`config.mk`:
```
export PLATFORM = sky130hd
export DESIGN_NAME = p2r8_booth_enc_flat
export DESIGN_NICKNAME = d
export VERILOG_FILES = /design/src/rtl/p2r8_booth_enc_if.sv /design/src/rtl/p2r8_booth_enc.sv /design/src/flat_wrapper.sv
export SDC_FILE = /design/constraint.sdc
export NUM_CORES = 1
export LEC_CHECK = 0
export ABC_AREA = 1
export BUFFER_PORTS_ARGS = -buffer_cell sky130_fd_sc_hd__buf_2
export CORE_MARGIN = 5
export CORE_UTILIZATION = 40
export CTS_CLUSTER_SIZE = 10
export DETAILED_ROUTE_END_ITERATION = 8
export PLACE_DENSITY = 0.71
export SLEW_MARGIN = 20
export SYNTH_ARGS = -nofsm -noshare
export SYNTH_HDL_FRONTEND = slang
export SYNTH_SLANG_ARGS = --single-unit
```
`constraint.sdc`:
```
create_clock -name CLK -period 1.5 [get_ports CLK]
set_clock_uncertainty 0.1 [all_clocks]
set_input_delay 0.15 -clock CLK [delete_from_list [all_inputs] [get_ports CLK]]
set_output_delay 0.15 -clock CLK [all_outputs]
set_load 0.005 [all_outputs]
```
`src/rtl/p2r8_booth_enc_if.sv`:
```
// Operand and result channels of the radix-8 Booth encoder.
// Both sides use valid/ready: a beat transfers on a rising CLK edge where valid and ready are both high; a producer holding valid keeps its payload unchanged until that edge.
interface p2r8_booth_enc_if #(
  parameter int WIDTH = 8
);
  localparam int GROUPS = (WIDTH + 2) / 3;

  logic              in_valid;
  logic              in_ready;
  logic [WIDTH-1:0]  x;
  logic [WIDTH-1:0]  y;
  logic              out_valid;
  logic              out_ready;
  logic [GROUPS-1:0] s;
  logic [GROUPS-1:0] d;
  logic [GROUPS-1:0] t;
  logic [GROUPS-1:0] q;
  logic [GROUPS-1:0] n;
  logic [WIDTH-1:0]  my;
  logic [WIDTH+1:0]  tmy;

  modport master (
    output in_valid, x, y, out_ready,
    input  in_ready, out_valid, s, d, t, q, n, my, tmy
  );

  modport slave (
    input  in_valid, x, y, out_ready,
    output in_ready, out_valid, s, d, t, q, n, my, tmy
  );
endinterface

```
`src/rtl/p2r8_booth_enc.sv`:
```
// Radix-8 Booth recoder: two-stage elastic pipeline turning multiplier x into per-group
// digit flags and precomputing the 3*y partial-product multiple for the downstream array.
module p2r8_booth_enc #(
  parameter int WIDTH = 8,
  localparam int GROUPS = (WIDTH + 2) / 3
) (
  input logic              CLK,
  input logic              RST,
  p2r8_booth_enc_if.slave  bus
);
  // x padded with the implicit x[-1]=0 below and sign copies above, so every group sees 4 real bits
  localparam int XEW = 3 * GROUPS + 1;

  logic             v1;
  logic             v2;
  logic [WIDTH-1:0] x1;
  logic [WIDTH-1:0] y1;
  logic             in_fire;
  logic             adv;
  logic [XEW-1:0]   xe;

  logic [GROUPS-1:0] s_c;
  logic [GROUPS-1:0] d_c;
  logic [GROUPS-1:0] t_c;
  logic [GROUPS-1:0] q_c;
  logic [GROUPS-1:0] n_c;
  logic [WIDTH+1:0]  tmy_c;

  assign bus.in_ready  = !RST && (!v1 || !v2 || bus.out_ready);
  assign bus.out_valid = v2;
  assign in_fire       = bus.in_valid && bus.in_ready;
  assign adv           = v1 && (!v2 || bus.out_ready);

  assign xe = {{(XEW - 1 - WIDTH){x1[WIDTH-1]}}, x1, 1'b0};

  // Window is {b3,b2,b1,b0}; digit = -4*b3 + 2*b2 + b1 + b0. 0000 and 1111 both encode zero.
  always_comb begin
    s_c = '0;
    d_c = '0;
    t_c = '0;
    q_c = '0;
    n_c = '0;
    for (int i = 0; i < GROUPS; i++) begin
      case (xe[3*i +: 4])
        4'b0001, 4'b0010: s_c[i] = 1'b1;
        4'b0011, 4'b0100: d_c[i] = 1'b1;
        4'b0101, 4'b0110: t_c[i] = 1'b1;
        4'b0111:          q_c[i] = 1'b1;
        4'b1000: begin
          q_c[i] = 1'b1;
          n_c[i] = 1'b1;
        end
        4'b1001, 4'b1010: begin
          t_c[i] = 1'b1;
          n_c[i] = 1'b1;
        end
        4'b1011, 4'b1100: begin
          d_c[i] = 1'b1;
          n_c[i] = 1'b1;
        end
        4'b1101, 4'b1110: begin
          s_c[i] = 1'b1;
          n_c[i] = 1'b1;
        end
        default: ;
      endcase
    end
  end

  // Two extra bits make y + 2y exact for every signed y.
  assign tmy_c = {{2{y1[WIDTH-1]}}, y1} + {y1[WIDTH-1], y1, 1'b0};

  always_ff @(posedge CLK) begin
    if (RST) begin
      v1      <= 1'b0;
      v2      <= 1'b0;
      x1      <= '0;
      y1      <= '0;
      bus.s   <= '0;
      bus.d   <= '0;
      bus.t   <= '0;
      bus.q   <= '0;
      bus.n   <= '0;
      bus.my  <= '0;
      bus.tmy <= '0;
    end else begin
      if (in_fire) begin
        v1 <= 1'b1;
        x1 <= bus.x;
        y1 <= bus.y;
      end else if (adv) begin
        v1 <= 1'b0;
      end

      // S2 only reloads when S1 advances, so a stalled result stays frozen
      if (adv) begin
        v2      <= 1'b1;
        bus.s   <= s_c;
        bus.d   <= d_c;
        bus.t   <= t_c;
        bus.q   <= q_c;
        bus.n   <= n_c;
        bus.my  <= y1;
        bus.tmy <= tmy_c;
      end else if (bus.out_ready) begin
        v2 <= 1'b0;
      end
    end
  end
endmodule
```
`src/flat_wrapper.sv`:
```
// flat-port wrapper written by rule: the top's interface ports become plain ports
module p2r8_booth_enc_flat 
#(
  parameter int WIDTH = 8,
  localparam int GROUPS = (WIDTH + 2) / 3
)
  (CLK, RST, bus_in_valid, bus_x, bus_y, bus_out_ready, bus_in_ready, bus_out_valid, bus_s, bus_d, bus_t, bus_q, bus_n, bus_my, bus_tmy);
  p2r8_booth_enc_if #(.WIDTH(WIDTH)) bus_i ();
  input logic CLK;
  input logic RST;
  input wire logic [$bits(bus_i.in_valid)-1:0] bus_in_valid;
  input wire logic [$bits(bus_i.x)-1:0] bus_x;
  input wire logic [$bits(bus_i.y)-1:0] bus_y;
  input wire logic [$bits(bus_i.out_ready)-1:0] bus_out_ready;
  output wire logic [$bits(bus_i.in_ready)-1:0] bus_in_ready;
  output wire logic [$bits(bus_i.out_valid)-1:0] bus_out_valid;
  output wire logic [$bits(bus_i.s)-1:0] bus_s;
  output wire logic [$bits(bus_i.d)-1:0] bus_d;
  output wire logic [$bits(bus_i.t)-1:0] bus_t;
  output wire logic [$bits(bus_i.q)-1:0] bus_q;
  output wire logic [$bits(bus_i.n)-1:0] bus_n;
  output wire logic [$bits(bus_i.my)-1:0] bus_my;
  output wire logic [$bits(bus_i.tmy)-1:0] bus_tmy;
  assign bus_i.in_valid = bus_in_valid;
  assign bus_i.x = bus_x;
  assign bus_i.y = bus_y;
  assign bus_i.out_ready = bus_out_ready;
  assign bus_in_ready = bus_i.in_ready;
  assign bus_out_valid = bus_i.out_valid;
  assign bus_s = bus_i.s;
  assign bus_d = bus_i.d;
  assign bus_t = bus_i.t;
  assign bus_q = bus_i.q;
  assign bus_n = bus_i.n;
  assign bus_my = bus_i.my;
  assign bus_tmy = bus_i.tmy;
  p2r8_booth_enc #(.WIDTH(WIDTH)) u_core (.CLK(CLK), .RST(RST), .bus(bus_i));
endmodule
```
# Word level (Yosys, flattened, before mapping)
# Index checks and enable logic that the tools add are counted.
word_totals:
  register_bits: 51
  elab_cells: 91
  input_bits: 20
  output_inout_bits: 35
classes:
  eq_ne: 35
  n_reduce_logical: 25
  addsub: 1
  muxes: 19
ops:
  columns: ["cell", "count"]
  rows:
  - ["== test 4 bit (second input constant)", 14]
  - ["== test 4 x 3 -> 1 bit (second input constant)", 8]
  - ["OR reduction 4 bit", 7]
  - ["2-to-1 mux 1 bit", 19]
  - ["== test 4 x 2 -> 1 bit (second input constant)", 4]
  - ["OR reduction 7 bit", 2]
  - ["== test 3 bit (second input constant)", 4]
  - ["adder 8 x 9 -> 10 bit", 1]
  - ["OR reduction 2 bit", 5]
  - ["== test 4 x 1 -> 1 bit (second input constant)", 2]
  - ["== test 3 x 2 -> 1 bit (second input constant)", 2]
  - ["nonzero test 2 bit", 2]
  - ["== test 3 x 1 -> 1 bit (second input constant)", 1]
  - ["logical AND 1 bit", 3]
  - ["logical NOT 1 bit", 3]
  - ["logical OR 1 bit", 3]

# Logic depth before layout (Yosys ltp)
logic_depth:
  depth_word: 6
  mapped_depth: 11
  mapped_depth_nobuf: 11

# Worst setup path before layout
# OpenSTA, ideal clock, no wires.
synth_path:
  path_type: "flip-flop to flip-flop"
  start: "register u_core.y1[1]"
  end: "register u_core.bus.tmy[7]"
  n_path_buf: 0
  t_arrival_ps: 1408
  slack_ps: -117
  t_required_ps: 1291
  stages_incl_launch_ff: 12
  setup_ps: 109
  period_less_slack_ps: 1617
  path_cell_list: "dfxtp_1 ha_1 inv_1 fa_1 inv_1 nand2_1 nand2_1 nand3_1 nand3_1 nand3_1 nand2_1 inv_1"
synth_via:
  elab_chain_len: 1
synth_rtl:
  columns: ["item", "line_no", "rtl"]
  rows:
  - ["start: declaration", "p2r8_booth_enc.sv:17", "logic [WIDTH-1:0] y1;"]
  - ["start signal: assignment", "p2r8_booth_enc.sv:90", "y1 <= bus.y;"]
  - ["adder 8 x 9 -> 10 bit", "p2r8_booth_enc.sv:71", "assign tmy_c = {{2{y1[WIDTH-1]}}, y1} + {y1[WIDTH-1], y1, 1'b0};"]
  - ["end signal: assignment", "p2r8_booth_enc.sv:104", "bus.tmy <= tmy_c;"]
  - ["end: declaration", "p2r8_booth_enc_if.sv:29", "output in_ready, out_valid, s, d, t, q, n, my, tmy"]
# Every way passes these cells.
# A chain may end at the register's enable or synchronous reset.

# Worst setup path after layout
# Ends and elaborated chain as after synthesis.

==> flow_metrics.py <==
metrics = {
    "timing": {
        "fin_ws_ps": -124.5,
        "slew_violations": 0,
        "post-route-period-util_pct": 108.3,
        "fin_crit_ps": 1625,
        "hold_viol": 0,
        "rsz0062_at_grt": "yes",
        "hold-worst-slack_ps": 47.60,
        "fmax_mhz": 615.6,
        "setup_viol": 3,
    },
    "placement": {
        "io_buffers": 52,
        "dpl_cell_area_um2": 2486,
        "hpwl_mm": 3.457,
        "place.gp.congestion": 0.9194,
    },
    "critical_path": {
        "cp-start-kind": "flop",
        "cp-end-kind": "flop",
        "worstRegToRegCells": 11,
        "r2r_start": "u_core.y1[1]",
        "path_class": "reg -> reg",
        "critPathMaxFanout": 4,
        "crit_arrival_ps": 1730,
        "critPathRequiredTime_ps": 1610,
        "crit_start": "u_core.y1[1]",
    },
    "power": {
        "p_per_area_nw_per_um2": 974.5,
        "power_frac_seq_pct": 50.2,
        "peakVddDrop_v": 0.0006030,
        "p_clk_share_pct": 32.2,
        "intPower_mw": 2.045,
        "p_sw_uw": 726.0,
        "p_comb_share_pct": 17.6,
        "p_leak_nw": 1.326,
        "switching_share_pct": 26.20,
    },
    "detailed_routing": {
        "num_vias": 1950,
        "wl_mm": 5.029,
        "routed_via_density": 4.722,
        "dr.first_iter.drc_count": 108,
        "drtAntennaViolNets": 0,
        "dr.pass1.iters": 4,
        "drc": 0,
        "wl_per_cell_um": 12.18,
    },
    "yosys": {
        "synthTopCellsByCount": "nand2_1 (61), dfxtp_1 (47), nor2_1 (23), a21oi_1 (21), inv_1 (17)",
        "syn_inst": 269,
        "synth-edff-count": 0,
        "synth_seq_cells": 47,
        "synth_most_common_cell": "nand2_1",
        "ys_async_sr_fraction_pct": 0,
        "synth_area_leaders": "dfxtp_1 (44%), nand2_1 (11%), o21ai_2 (5.7%)",
        "yosysSeqAreaShare_pct": 43.70,
        "synth_cell_types": 29,
        "yosysWarnings": 0,
        "netlist_area_um2": 2153,
        "yosys.area.top_type": "dfxtp_1",
        "synth_top_area_share_pct": 43.70,
        "syn_area_per_cell_um2": 8.005,
        "synth_ff_type": "dfxtp_1",
    },
    "finish": {
        "drive_gt1_share_pct": 37.03,
        "antenna_cells": 0,
        "fin_area_um2": 2844,
        "nFillCells": 477,
        "area_growth_pct": 32.07,
        "layout.nets": 371,
    },
    "clock_tree": {
        "clk_pin_slew_ps": 80,
        "htree_levels": 2,
        "root_buffer": "clkbuf_8",
        "cts.path.max_buffers": 2,
        "cts_tree": "yes",
        "insertion_delay_ps": 300,
        "clock_sinks": 47,
        "numCtsBuffers": 5,
    },
    "grt": {
        "grt_pass1_vias": 1888,
        "grt_usage_pct": 14.44,
        "grt_antenna_before_repair": 0,
        "grt_overflow_total": 0,
        "grt_pass1_wl_mm": 8.459,
        "grt_max_degree": 33,
    },
    "floorplan": {
        "fp.dieH_um": 83.37,
        "start_util_pct": 41.63,
        "core_area_um2": 5172,
        "io-pin-count": 55,
        "dieArea_um2": 6951,
        "rows": 26,
        "die_width_um": 83.37,
    },
    "status": {
        "violations": "setup timing",
        "outcome": "finished, violations left",
    },
    "worst_hold_path": {
        "worstHoldStart": "bus_out_ready",
        "hold_path_class": "in -> reg",
        "hold_depth": 4,
    },
    "job": {
        "drv_cap": 0,
    },
}
-- final timing paths --
path,slack (ps),end
worst max-delay path,-120,u_core.bus.tmy[7]
worst min-delay path,50,u_core.bus.out_valid
worst min register to register,350,u_core.bus.tmy[6]
worst max register to register,-120,u_core.bus.tmy[7]
-- power by group through the flow --
stage               registers (mW)  clock network [mW]  logic, mW
floorplan                     1.42                   0      0.283
global placement              1.42                   0      0.418
detailed placement            1.42                   0      0.421
CTS                           1.39               0.918      0.462
global route                  1.40               0.958      0.550
finish                        1.39               0.892      0.489
-- placed cells by master (no fill, tap or decap), types with 2 or more instances in the layout --
cell           netlist  final
nand2_1             61     57
buf_2                3     52
dfxtp_1             47     44
nor2_1              23     22
a21oi_1             21     19
nand2_2             15     19
dlygate4sd3_1        0     17
inv_1               17     14
o21ai_2             14     14
inv_2                5      8
o21ai_0              8      8
o21ai_1              8      8
buf_4                6      7
nand3_1              9      6
clkbuf_8             0      5
ha_1                 7      4
nor2_2               2      3
or2_1                3      3
nand3_2              0      3
nand2_4              2      2
o31ai_1              2      2
nand3b_1             2      2
a21oi_2              0      2
a31oi_1              2      2
a22o_1               2      2
ha_4                 0      2
conb_1               1      2
dfxtp_4              0      2
-- metrics by stage --
stage / power, mW / setup WS, ps / setup TNS (ps) / instances / utilization [%]
3_3_place_gp: 1.834 / -78.45 / -78.45 / 386 / 48.06
5_1_grt: 2.911 / -196.3 / -454.7 / 413 / 54.98
6_report: 2.771 / -124.5 / -187.3 / 413 / 54.98
2_1_floorplan: 1.698 / -33.89 / -33.89 / 270 / -
4_1_cts: 2.769 / -65.74 / -65.74 / 412 / 53.68
3_5_place_dp: 1.839 / -115.5 / -115.7 / 386 / 48.06
-- worst max-delay path, stage by stage (launching register included) --
cell	delay [ps]
dfxtp_4	380
ha_4	140
inv_2	30
fa_2	360
inv_2	70
nand2_2	50
nand2_2	90
nand3_2	70
nand3_2	70
nand3_2	70
nand2_2	80
inv_2	30
-- final cells by class --
cell class	count	area [µm²]	area share, %
clock buffers	6	72.57	2.552
clock inverters	1	30.03	1.056
inverters	22	82.58	2.904
multi-input cells	189	1107	38.94
flip-flops and latches	47	949.7	33.39
well taps	70	87.58	3.080
repair buffers	78	514.2	18.08
-- timing repair --
| item | CTS | global route |
|---|---|---|
| hold buffers | 17 | 0 |
| setup endpoints to repair | 3 | 6 |
| pin swaps | 4 | 6 |
| endpoints found under the hold margin | 17 | 0 |
| setup buffers | 2 | 2 |
| resized for setup | 1 | 17 |
| gates cloned | 0 | 0 |
-- state kept, by name, summed over array words and instances (netlist names) --
signal,count
u_core.bus.d,3
u_core.bus.my,7
u_core.bus.n,3
u_core.bus.out_valid,1
u_core.bus.q,2
u_core.bus.s,3
u_core.bus.t,2
u_core.bus.tmy,9
u_core.v1,1
u_core.x1,8
u_core.y1,8
-- cells by family (layout without fill, tap and decap cells) --
kind of cell	count (synthesis)	in the layout	share of synthesized area, %
xor+xnor	1	1	0.4068
flops	47	47	43.70
compound gates	59	59	17.08
buf+inv	34	107	8.192
other cells	1	2	0.1742
fa+ha+maj	8	8	4.997
simple gates	119	119	25.45
-- routing by layer --
metal  part of all wire, %  vias up  wire, µm  global-route usage, %
met5                     0        -         0                      0
met1                    46      875      2335                  18.39
li1                      -     1016         -                      -
met4                   1.2        0        61                  4.606
met3                   5.1        8       255                  3.762
met2                    47       51      2377                  23.76
No activity file was read; power rests on OpenSTA's default activity.
